$ cat config.mk
export PLATFORM = sky130hd
export DESIGN_NAME = hazard_fwd_ctrl
export DESIGN_NICKNAME = d
export VERILOG_FILES = /design/src/rtl/hazard_fwd_ctrl.sv
export SDC_FILE = /design/constraint.sdc
export NUM_CORES = 1
export LEC_CHECK = 0
export ABC_AREA = 1
export ABC_CLOCK_PERIOD_IN_PS = 1500
export BUFFER_PORTS_ARGS = -buffer_cell sky130_fd_sc_hd__buf_4
export CORE_ASPECT_RATIO = 1.75
export CORE_MARGIN = 2
export CORE_UTILIZATION = 45
export CTS_BUF_LIST = sky130_fd_sc_hd__clkbuf_2 sky130_fd_sc_hd__clkbuf_4 sky130_fd_sc_hd__clkbuf_8
export DETAILED_ROUTE_END_ITERATION = 10
export PLACE_DENSITY = 0.84
export SETUP_SLACK_MARGIN = 0.02
export SKIP_CTS_REPAIR_TIMING = 1
export SYNTH_ARGS = -nofsm -noshare
export SYNTH_HDL_FRONTEND = slang
export SYNTH_SLANG_ARGS = --single-unit
$ cat constraint.sdc
create_clock -name clk -period 1.5 [get_ports clk]
set_input_delay 0.15 -clock clk [delete_from_list [all_inputs] [get_ports clk]]
set_output_delay 0.15 -clock clk [all_outputs]
set_load 0.01 [all_outputs]
$ cat src/rtl/hazard_fwd_ctrl.sv
// hazard_fwd_ctrl - pipeline hazard controller for the 5-stage pipeline.
//
// Produces registered 2-bit operand forwarding selects for the EX stage
// (00 = register file, 01 = EX/MEM result, 10 = MEM/WB result), sequences
// one-cycle load-use stalls and multi-cycle MUL/DIV occupancy of EX, and
// drives the PC / IF/ID / ID/EX stall and flush controls.
//
// Parameters:
//   MUL_LAT  MUL occupancy of EX in cycles (>= 1)
//   DIV_LAT  DIV occupancy of EX in cycles (>= 1, <= 255)
//
// Ports:
//   clk, rst                 clock (rising edge), async active-high reset
//   id_rs/id_rt, id_use_*    source registers of the ID instruction
//   ex_rd, ex_regwrite,
//   ex_memread               destination / kind of the EX instruction
//   mem_rd, mem_regwrite     destination of the MEM instruction
//   ex_mdu_start, ex_mdu_div MUL/DIV on its first EX cycle, 1 = DIV
//   id_branch_taken          branch/jump resolved taken in ID
//   fwd_a_sel, fwd_b_sel     registered forwarding selects for EX
//   pc_stall, ifid_stall,
//   idex_stall               hold controls
//   idex_flush, ifid_flush   bubble into ID/EX, squash IF/ID
//   mdu_busy                 MUL/DIV occupying EX
//   stall_cycles             count of pc_stall cycles
//
// Build option:
//   HAZARD_PERF_CNT_EN  when defined, stall_cycles is a saturating counter;
//                       otherwise it is tied to 0.

module hazard_fwd_ctrl #(
   parameter int unsigned MUL_LAT = 3,
   parameter int unsigned DIV_LAT = 32
) (
   input  logic        clk,
   input  logic        rst,
   input  logic [4:0]  id_rs,
   input  logic [4:0]  id_rt,
   input  logic        id_use_rs,
   input  logic        id_use_rt,
   input  logic [4:0]  ex_rd,
   input  logic        ex_regwrite,
   input  logic        ex_memread,
   input  logic [4:0]  mem_rd,
   input  logic        mem_regwrite,
   input  logic        ex_mdu_start,
   input  logic        ex_mdu_div,
   input  logic        id_branch_taken,
   output logic [1:0]  fwd_a_sel,
   output logic [1:0]  fwd_b_sel,
   output logic        pc_stall,
   output logic        ifid_stall,
   output logic        idex_stall,
   output logic        idex_flush,
   output logic        ifid_flush,
   output logic        mdu_busy,
   output logic [31:0] stall_cycles
);

   typedef enum logic [1:0] {StRun, StLoadStall, StMduWait} state_e;

   localparam logic [7:0] MulLoad = 8'(MUL_LAT - 1);
   localparam logic [7:0] DivLoad = 8'(DIV_LAT - 1);

   state_e     state_q, state_d;
   logic [7:0] mdu_cnt_q, mdu_cnt_d;
   logic [7:0] mdu_load;
   logic       load_use_raw;
   logic       load_use;
   logic [1:0] fwd_a_d, fwd_b_d;

   // Forwarding decision for one operand; the EX match wins over MEM and
   // r0 is never forwarded. A load in EX has no result yet, so it is skipped.
   function automatic logic [1:0] fwd_decide(
      input logic       use_r,
      input logic [4:0] r,
      input logic [4:0] e_rd,
      input logic       e_wr,
      input logic       e_ld,
      input logic [4:0] m_rd,
      input logic       m_wr
   );
      logic [1:0] sel;
      sel = 2'b00;
      if (use_r && (r != 5'd0)) begin
         if (e_wr && !e_ld && (e_rd == r)) begin
            sel = 2'b01;
         end else if (m_wr && (m_rd == r)) begin
            sel = 2'b10;
         end
      end
      return sel;
   endfunction

   always_comb begin
      fwd_a_d = fwd_decide(id_use_rs, id_rs, ex_rd, ex_regwrite, ex_memread,
                           mem_rd, mem_regwrite);
      fwd_b_d = fwd_decide(id_use_rt, id_rt, ex_rd, ex_regwrite, ex_memread,
                           mem_rd, mem_regwrite);
   end

   // Load-use detection. Suppressed while the MDU freezes EX; gated by rst
   // so every output reads 0 while reset is held.
   always_comb begin
      load_use_raw = ex_memread && ex_regwrite && (ex_rd != 5'd0) &&
                     ((id_use_rs && (ex_rd == id_rs)) ||
                      (id_use_rt && (ex_rd == id_rt)));
      load_use     = load_use_raw && (state_q != StMduWait) && !rst;
   end

   assign mdu_load = ex_mdu_div ? DivLoad : MulLoad;

   // State register
   always_ff @(posedge clk or posedge rst) begin
      if (rst) begin
         state_q   <= StRun;
         mdu_cnt_q <= 8'd0;
      end else begin
         state_q   <= state_d;
         mdu_cnt_q <= mdu_cnt_d;
      end
   end

   // Next-state logic
   always_comb begin
      state_d   = state_q;
      mdu_cnt_d = mdu_cnt_q;
      unique case (state_q)
         StRun: begin
            if (ex_mdu_start) begin
               mdu_cnt_d = mdu_load;
            end
            if (ex_mdu_start && (mdu_load != 8'd0)) begin
               state_d = StMduWait;
            end else if (load_use) begin
               state_d = StLoadStall;
            end
         end
         StLoadStall: begin
            state_d = StRun;
         end
         StMduWait: begin
            // ex_mdu_start is ignored here: the counter only runs down.
            mdu_cnt_d = mdu_cnt_q - 8'd1;
            if (mdu_cnt_q == 8'd1) begin
               state_d = StRun;
            end
         end
         default: begin
            state_d   = StRun;
            mdu_cnt_d = 8'd0;
         end
      endcase
   end

   // Output logic
   always_comb begin
      mdu_busy   = (mdu_cnt_q != 8'd0);
      pc_stall   = mdu_busy || load_use;
      ifid_stall = mdu_busy || load_use;
      idex_stall = mdu_busy;
      idex_flush = load_use;
      // A branch seen under a stall is simply re-evaluated once it releases.
      ifid_flush = id_branch_taken && !pc_stall && !rst;
   end

   // Forwarding select registers: hold under MDU stall, 00 for a bubble.
   always_ff @(posedge clk or posedge rst) begin
      if (rst) begin
         fwd_a_sel <= 2'b00;
         fwd_b_sel <= 2'b00;
      end else if (idex_stall) begin
         fwd_a_sel <= fwd_a_sel;
         fwd_b_sel <= fwd_b_sel;
      end else if (load_use) begin
         fwd_a_sel <= 2'b00;
         fwd_b_sel <= 2'b00;
      end else begin
         fwd_a_sel <= fwd_a_d;
         fwd_b_sel <= fwd_b_d;
      end
   end

`ifdef HAZARD_PERF_CNT_EN
   logic [31:0] stall_cnt_q;

   always_ff @(posedge clk or posedge rst) begin
      if (rst) begin
         stall_cnt_q <= 32'd0;
      end else if (pc_stall && (stall_cnt_q != 32'hFFFF_FFFF)) begin
         stall_cnt_q <= stall_cnt_q + 32'd1;
      end
   end

   assign stall_cycles = stall_cnt_q;
`else
   assign stall_cycles = 32'd0;
`endif

endmodule

==> results of run 1 <==
==> worst paths after layout <==
check	startpoint	endpoint	slack, ns	depth (start not counted)
hold / removal	rst	fwd_b_sel[0]	-0.03	3
setup reg to reg	mdu_cnt_q[0]	mdu_cnt_q[4]	0.14	8
max in group asynchronous	rst	state_q[1]	1.34	3
min in group clk	ex_mdu_start	state_q[1]	0.22	3
setup / recovery	state_q[0]	ifid_flush	-0.09	8
hold reg to reg	fwd_b_sel[1]	fwd_b_sel[1]	0.48	2
==> critical path, stage by stage, from the launching register on <==
cell and delay, ns:
dfrtp_1 0.37, inv_2 0.08, nand2_4 0.08, nand4_1 0.11
a31oi_2 0.16, nand2_2 0.12, nand2_4 0.11, nor2_2 0.03
buf_4 0.13
==> cells in the mapped netlist, types with 2 or more instances <==
library cell,n
nor2_2,4
o21ai_1,4
xor2_1,3
a31oi_1,2
xnor2_1,6
nor2_1,16
nand3_1,10
nand4_1,5
nand2_2,3
a21oi_2,2
inv_1,23
dfrtp_1,14
inv_2,10
nor3_1,4
buf_4,34
a21oi_1,6
ha_1,3
nand2_1,58
==> layout make-up <==
type,instances,share of cell area (%)
Multi-Input combinational cell,170,47.3
Timing Repair Buffer,51,21.1
Sequential cell,14,19.2
Inverter,34,7.12
Tap cell,43,2.94
Clock buffer,3,2.26
==> flip-flops by register name (all words and copies together), names as in the netlist <==
name       flops
fwd_a_sel      2
mdu_cnt_q      8
fwd_b_sel      2
state_q        2
==> placed cells by master, fill, tap and decap left out, types with 2 or more instances in the layout <==
cell type,Yosys,final
a21oi_1,6,6
a21oi_2,2,2
a31oi_1,2,2
buf_4,34,50
clkbuf_8,0,3
conb_1,1,32
dfrtp_1,14,13
ha_1,3,2
inv_1,23,21
inv_2,10,12
nand2_1,58,58
nand2_4,1,3
nand3_1,10,10
nand4_1,5,5
nor2_1,16,16
nor2_2,4,4
nor3_1,4,4
o21ai_1,4,4
xnor2_1,6,6
xor2_1,3,3
==> layer usage <==
| layer | wire, µm | track usage (%) | vias up |
|---|---|---|---|
| li1 | - | - | 726 |
| met1 | 1170 | 18.6 | 625 |
| met2 | 1860 | 34.5 | 62 |
| met3 | 211 | 3.62 | 13 |
| met4 | 148 | 11.1 | 0 |
| met5 | 0 | 0 | - |
==> report_power, final <==
part / internal, W / switching, W
registers: 0.000529 / 0.000136
logic: 0.000563 / 0.000717
clock network: 0.000178 / 0.000131
total: 0.00127 / 0.000984
==> kinds of logic (layout without fill, tap and decap cells) <==
group           count (synthesis)  count (layout)
compound gates                 22              22
xor+xnor                        9               9
fa+ha+maj                       3               3
buf+inv                        68              88
flops                          14              14
other cells                     1              32
simple gates                  104             104
==> stage by stage <==
stage                     power [W]  cell area (µm²)  instances  hold slack, ns
after CTS                   0.00210             1740        306         -0.0164
after global placement      0.00175             1700        303           0.244
after global routing        0.00243             1830        315         0.00520
after detailed placement    0.00178             1700        303           0.245
final                       0.00225             1830        315         -0.0300
after floorplan             0.00147             1590        252          0.0555
==> qor.yml, run 1 <==
outcome: "complete, but fails checks"
violations: "negative hold slack, negative setup slack"
core-area_mm2: 0.00314
syn_inst: 221
route.vias.total: 1426
synth_compound_area_share_pct: 9.79
yosysTopAreaCellShare_pct: 23.8
fin_crit_sh_pct: 106
rsz0062_at_grt: "true"
finalWirelength_mm: 3.39
synth_top_flop_cell: "dfrtp_1"
first_global_vias: 1335
hold_class: "in2async"
area_growth_pct: 24.3
n_antenna_cell: 0
fin_skew_ns: 0.000943
numCtsBuffers: 3
hpwlAfterDp_mm: 2.81
synth_top_area_cell: "dfrtp_1"
synth_seq_cells: 14
clkLatencyLatePin_ns: 0.25
dieHeight_um: 79.6
firstDrtPassIters: 4
seqCellArea_um2: 352
async_reset_ff_share_pct: 100
antenna_found_initial: 0
power_density_mw_per_mm2: 1230
yosys_warnings: 0
gr-total-overflow: 0
holdWs_ns: -0.0300
antenna_left: 0
fillers: 313
yosysUniqueCellTypes: 32
num_rows: 27
wl_per_cell_um: 10.8
fin_ws_ns: -0.0900
ios: 72
yosys.area_share.simple_pct: 32.1
start_util_pct: 46.8
syn_area_mm2: 0.00147
finalSetupViolations: 6
synth-seq-area-share_pct: 23.8
grt_use_total_pct: 19.2
ctsHtreeMaxLevel: 1
cts_root_buf: "clkbuf_8"
crit_fanout: 5
cap_violations: 0
synthAdderAreaFrac_pct: 2.55
critPathKind: "reg2out"
viasPerCell: 4.53
setup_tns_ns: -0.293
synthMuxAreaShare_pct: 0
power.leakage_nw: 1.03
cp-start-kind: "flip-flop"
end_kind: "primary output"
synthXorXnorAreaFrac_pct: 5.36
cp.required_ns: 1.35
cts_buffer_depth: 2
die_x_um: 47.2
fin_crit_ns: 1.59
drt_iter0_drc: 22
grt_pass1_wl_mm: 5.30
pre_cts_ws_ns: 0.107
dieArea_mm2: 0.00376
layout.nets: 307
drv_slew: 0
synth_top_family_by_area: "simple AND/OR/NAND/NOR gates"
vdd_drop_max_mv: 0.550
crit_arrival_ns: 1.44
gp_congestion: 0.943
hold_viol: 14
clk_pin_slew_ns: 0.05
syn_area_per_cell_um2: 6.65
drc: 0
multi_input_area_um2: 865
cts_num_sinks: 14
synth-edff-count: 0
synth_area_leaders: "dfrtp_1, buf_4, nand2_1"
port_buffers: 39
grt_start_max_net_pins: 16
max_clock_freq_mhz: 629
layout-drive-gt1-share_pct: 30.5
fin_util_pct: 58.2
cts_tree: "built"
(Power assumes the default switching activity.)
==> inputs of run 2 (changes only) <==
--- a/config.mk
+++ b/config.mk
@@ -10,10 +10,11 @@
 export BUFFER_PORTS_ARGS = -buffer_cell sky130_fd_sc_hd__buf_4
 export CORE_ASPECT_RATIO = 1.75
 export CORE_MARGIN = 2
-export CORE_UTILIZATION = 45
+export CORE_UTILIZATION = 48
 export CTS_BUF_LIST = sky130_fd_sc_hd__clkbuf_2 sky130_fd_sc_hd__clkbuf_4 sky130_fd_sc_hd__clkbuf_8
 export DETAILED_ROUTE_END_ITERATION = 10
-export PLACE_DENSITY = 0.84
+export PLACE_DENSITY = 0.88
+export REMOVE_ABC_BUFFERS = 1
 export SETUP_SLACK_MARGIN = 0.02
 export SKIP_CTS_REPAIR_TIMING = 1
 export SYNTH_ARGS = -nofsm -noshare
==> run 2 against run 1 <==
Against the previous run:
- the run still ends with negative hold slack, negative setup slack left
- critical path depth unchanged
- design area grew 1.5%
- combinational power is 9% higher
==> qor.yml, run 2 (same netlist as run 1, synthesis figures left out) <==
cp-start-kind: "flip-flop"
clkLatencyLatePin_ns: 0.24
finalWirelength_mm: 3.42
num_rows: 26
viasPerCell: 4.83
start_util_pct: 50.2
drt_iter0_drc: 36
critPathKind: "reg2out"
firstDrtPassIters: 4
fin_cells: 300
fin_crit_ns: 1.56
vdd_drop_max_mv: 0.642
core-area_mm2: 0.00293
cts_num_sinks: 14
cts_tree: "built"
first_global_vias: 1255
rsz0062_at_grt: "true"
numCtsBuffers: 3
ctsHtreeMaxLevel: 1
dieArea_mm2: 0.00354
largest-register: "mdu_cnt_q"
fin_skew_ns: 0.00522
violations: "negative hold slack, negative setup slack"
hold_class: "in2async"
holdWs_ns: -0.00510
critPathMostFrequentCell: "nand2_4"
power.leakage_nw: 1.04
gp_congestion: 0.921
cp_slowest_cell: "dfrtp_1"
drc: 0
crit_fanout: 5
max_stage_delay_ns: 0.37
place_inst: 288
fin_crit_sh_pct: 104
end_kind: "primary output"
wl_per_cell_um: 11.4
fin_ws_ns: -0.0592
n_antenna_cell: 0
path_cells: "inv_2 -> nand2_4 -> nor3_4 -> nand3_2 -> clkinv_2 -> nand2_4 -> nor2_2 -> buf_4"
port_buffers: 39
final_cell_mix: "nand2_1, buf_4, conb_1"
reg2reg_setup_slack_ns: 0.04
die_x_um: 45.8
dieHeight_um: 77.2
setup_tns_ns: -0.0809
cap_violations: 0
layout.nets: 307
grt_pass1_wl_mm: 5.02
crit_arrival_ns: 1.41
area_growth_pct: 26.2
grt_use_total_pct: 18.8
cp.required_ns: 1.35
finalSetupViolations: 3
antenna_left: 0
hpwlAfterDp_mm: 2.70
drv_slew: 0
layout_commonest_cell: "nand2_1"
ios: 72
clk_pin_slew_ns: 0.06
antenna_found_initial: 0
route.vias.total: 1450
grt_start_max_net_pins: 16
gr-total-overflow: 0
outcome: "complete, but fails checks"
cts_root_buf: "clkbuf_8"
power_density_mw_per_mm2: 1270
max_clock_freq_mhz: 641
layout-drive-gt1-share_pct: 32.0
hold_viol: 12
largest_register_ffs: 8
cts_buffer_depth: 2
[run 2: changes by cell type in the layout (fill, tap and decap cells not counted)]
cell	delta
a21oi_1	-1
a21oi_2	+1
buf_4	-3
buf_6	+3
clkinv_2	+1
ha_1	-1
ha_2	-1
ha_4	+2
inv_4	-1
nand2_1	-1
nand2_2	+1
o32ai_1	-1
o32ai_2	+1
[run 2: final cells by class]
cell class	count	area (µm²)
clock buffers	3	41.3
fillers	279	1070
inverters	34	129
multi-input cells	170	901
flip-flops and latches	14	352
well taps	28	35.0
repair buffers	51	398
[run 2: worst max-delay path: cells and delay by family (launching register included)]
kind	cells	cell delay [ns]
DFF	1	0.37
buffers and inverters	3	0.33
and+or+nand+nor	5	0.46
[run 2: worst paths after layout]
kind,endpoint,start,cells past startpoint
worst max-delay path,ifid_flush,mdu_cnt_q[5],8
worst min-delay path,mdu_cnt_q[0],rst,3
worst max register to register,mdu_cnt_q[6],mdu_cnt_q[0],10
worst min register to register,fwd_a_sel[0],fwd_a_sel[0],2
max in group asynchronous,state_q[1],rst,3
min in group clk,state_q[1],ex_mdu_start,3
[run 2: routing by layer]
| metal | up-vias | track usage (%) | wire [µm] |
|---|---|---|---|
| li1 | 729 | - | - |
| met1 | 637 | 19.4 | 1140 |
| met2 | 73 | 35.5 | 2000 |
| met3 | 11 | 2.59 | 187 |
| met4 | 0 | 6.57 | 95 |
| met5 | - | 0 | 0 |
[run 2: power by group]
part / switching, W / internal (W)
Combinational: 0.000770 / 0.000615
Clock: 0.000124 / 0.000177
Sequential: 0.000144 / 0.000529
Total: 0.00104 / 0.00132
[run 2: metrics by stage]
stage / area [µm²] / utilization (%) / power [W] / setup slack, ns
floorplan: 1330 / - / 0.00140 / 0.0948
global placement: 1680 / 57.4 / 0.00174 / 0.181
detailed placement: 1680 / 57.4 / 0.00177 / 0.119
CTS: 1720 / 58.8 / 0.00208 / -0.117
global route: 1860 / 63.4 / 0.00255 / -0.151
finish: 1860 / 63.4 / 0.00236 / -0.0592
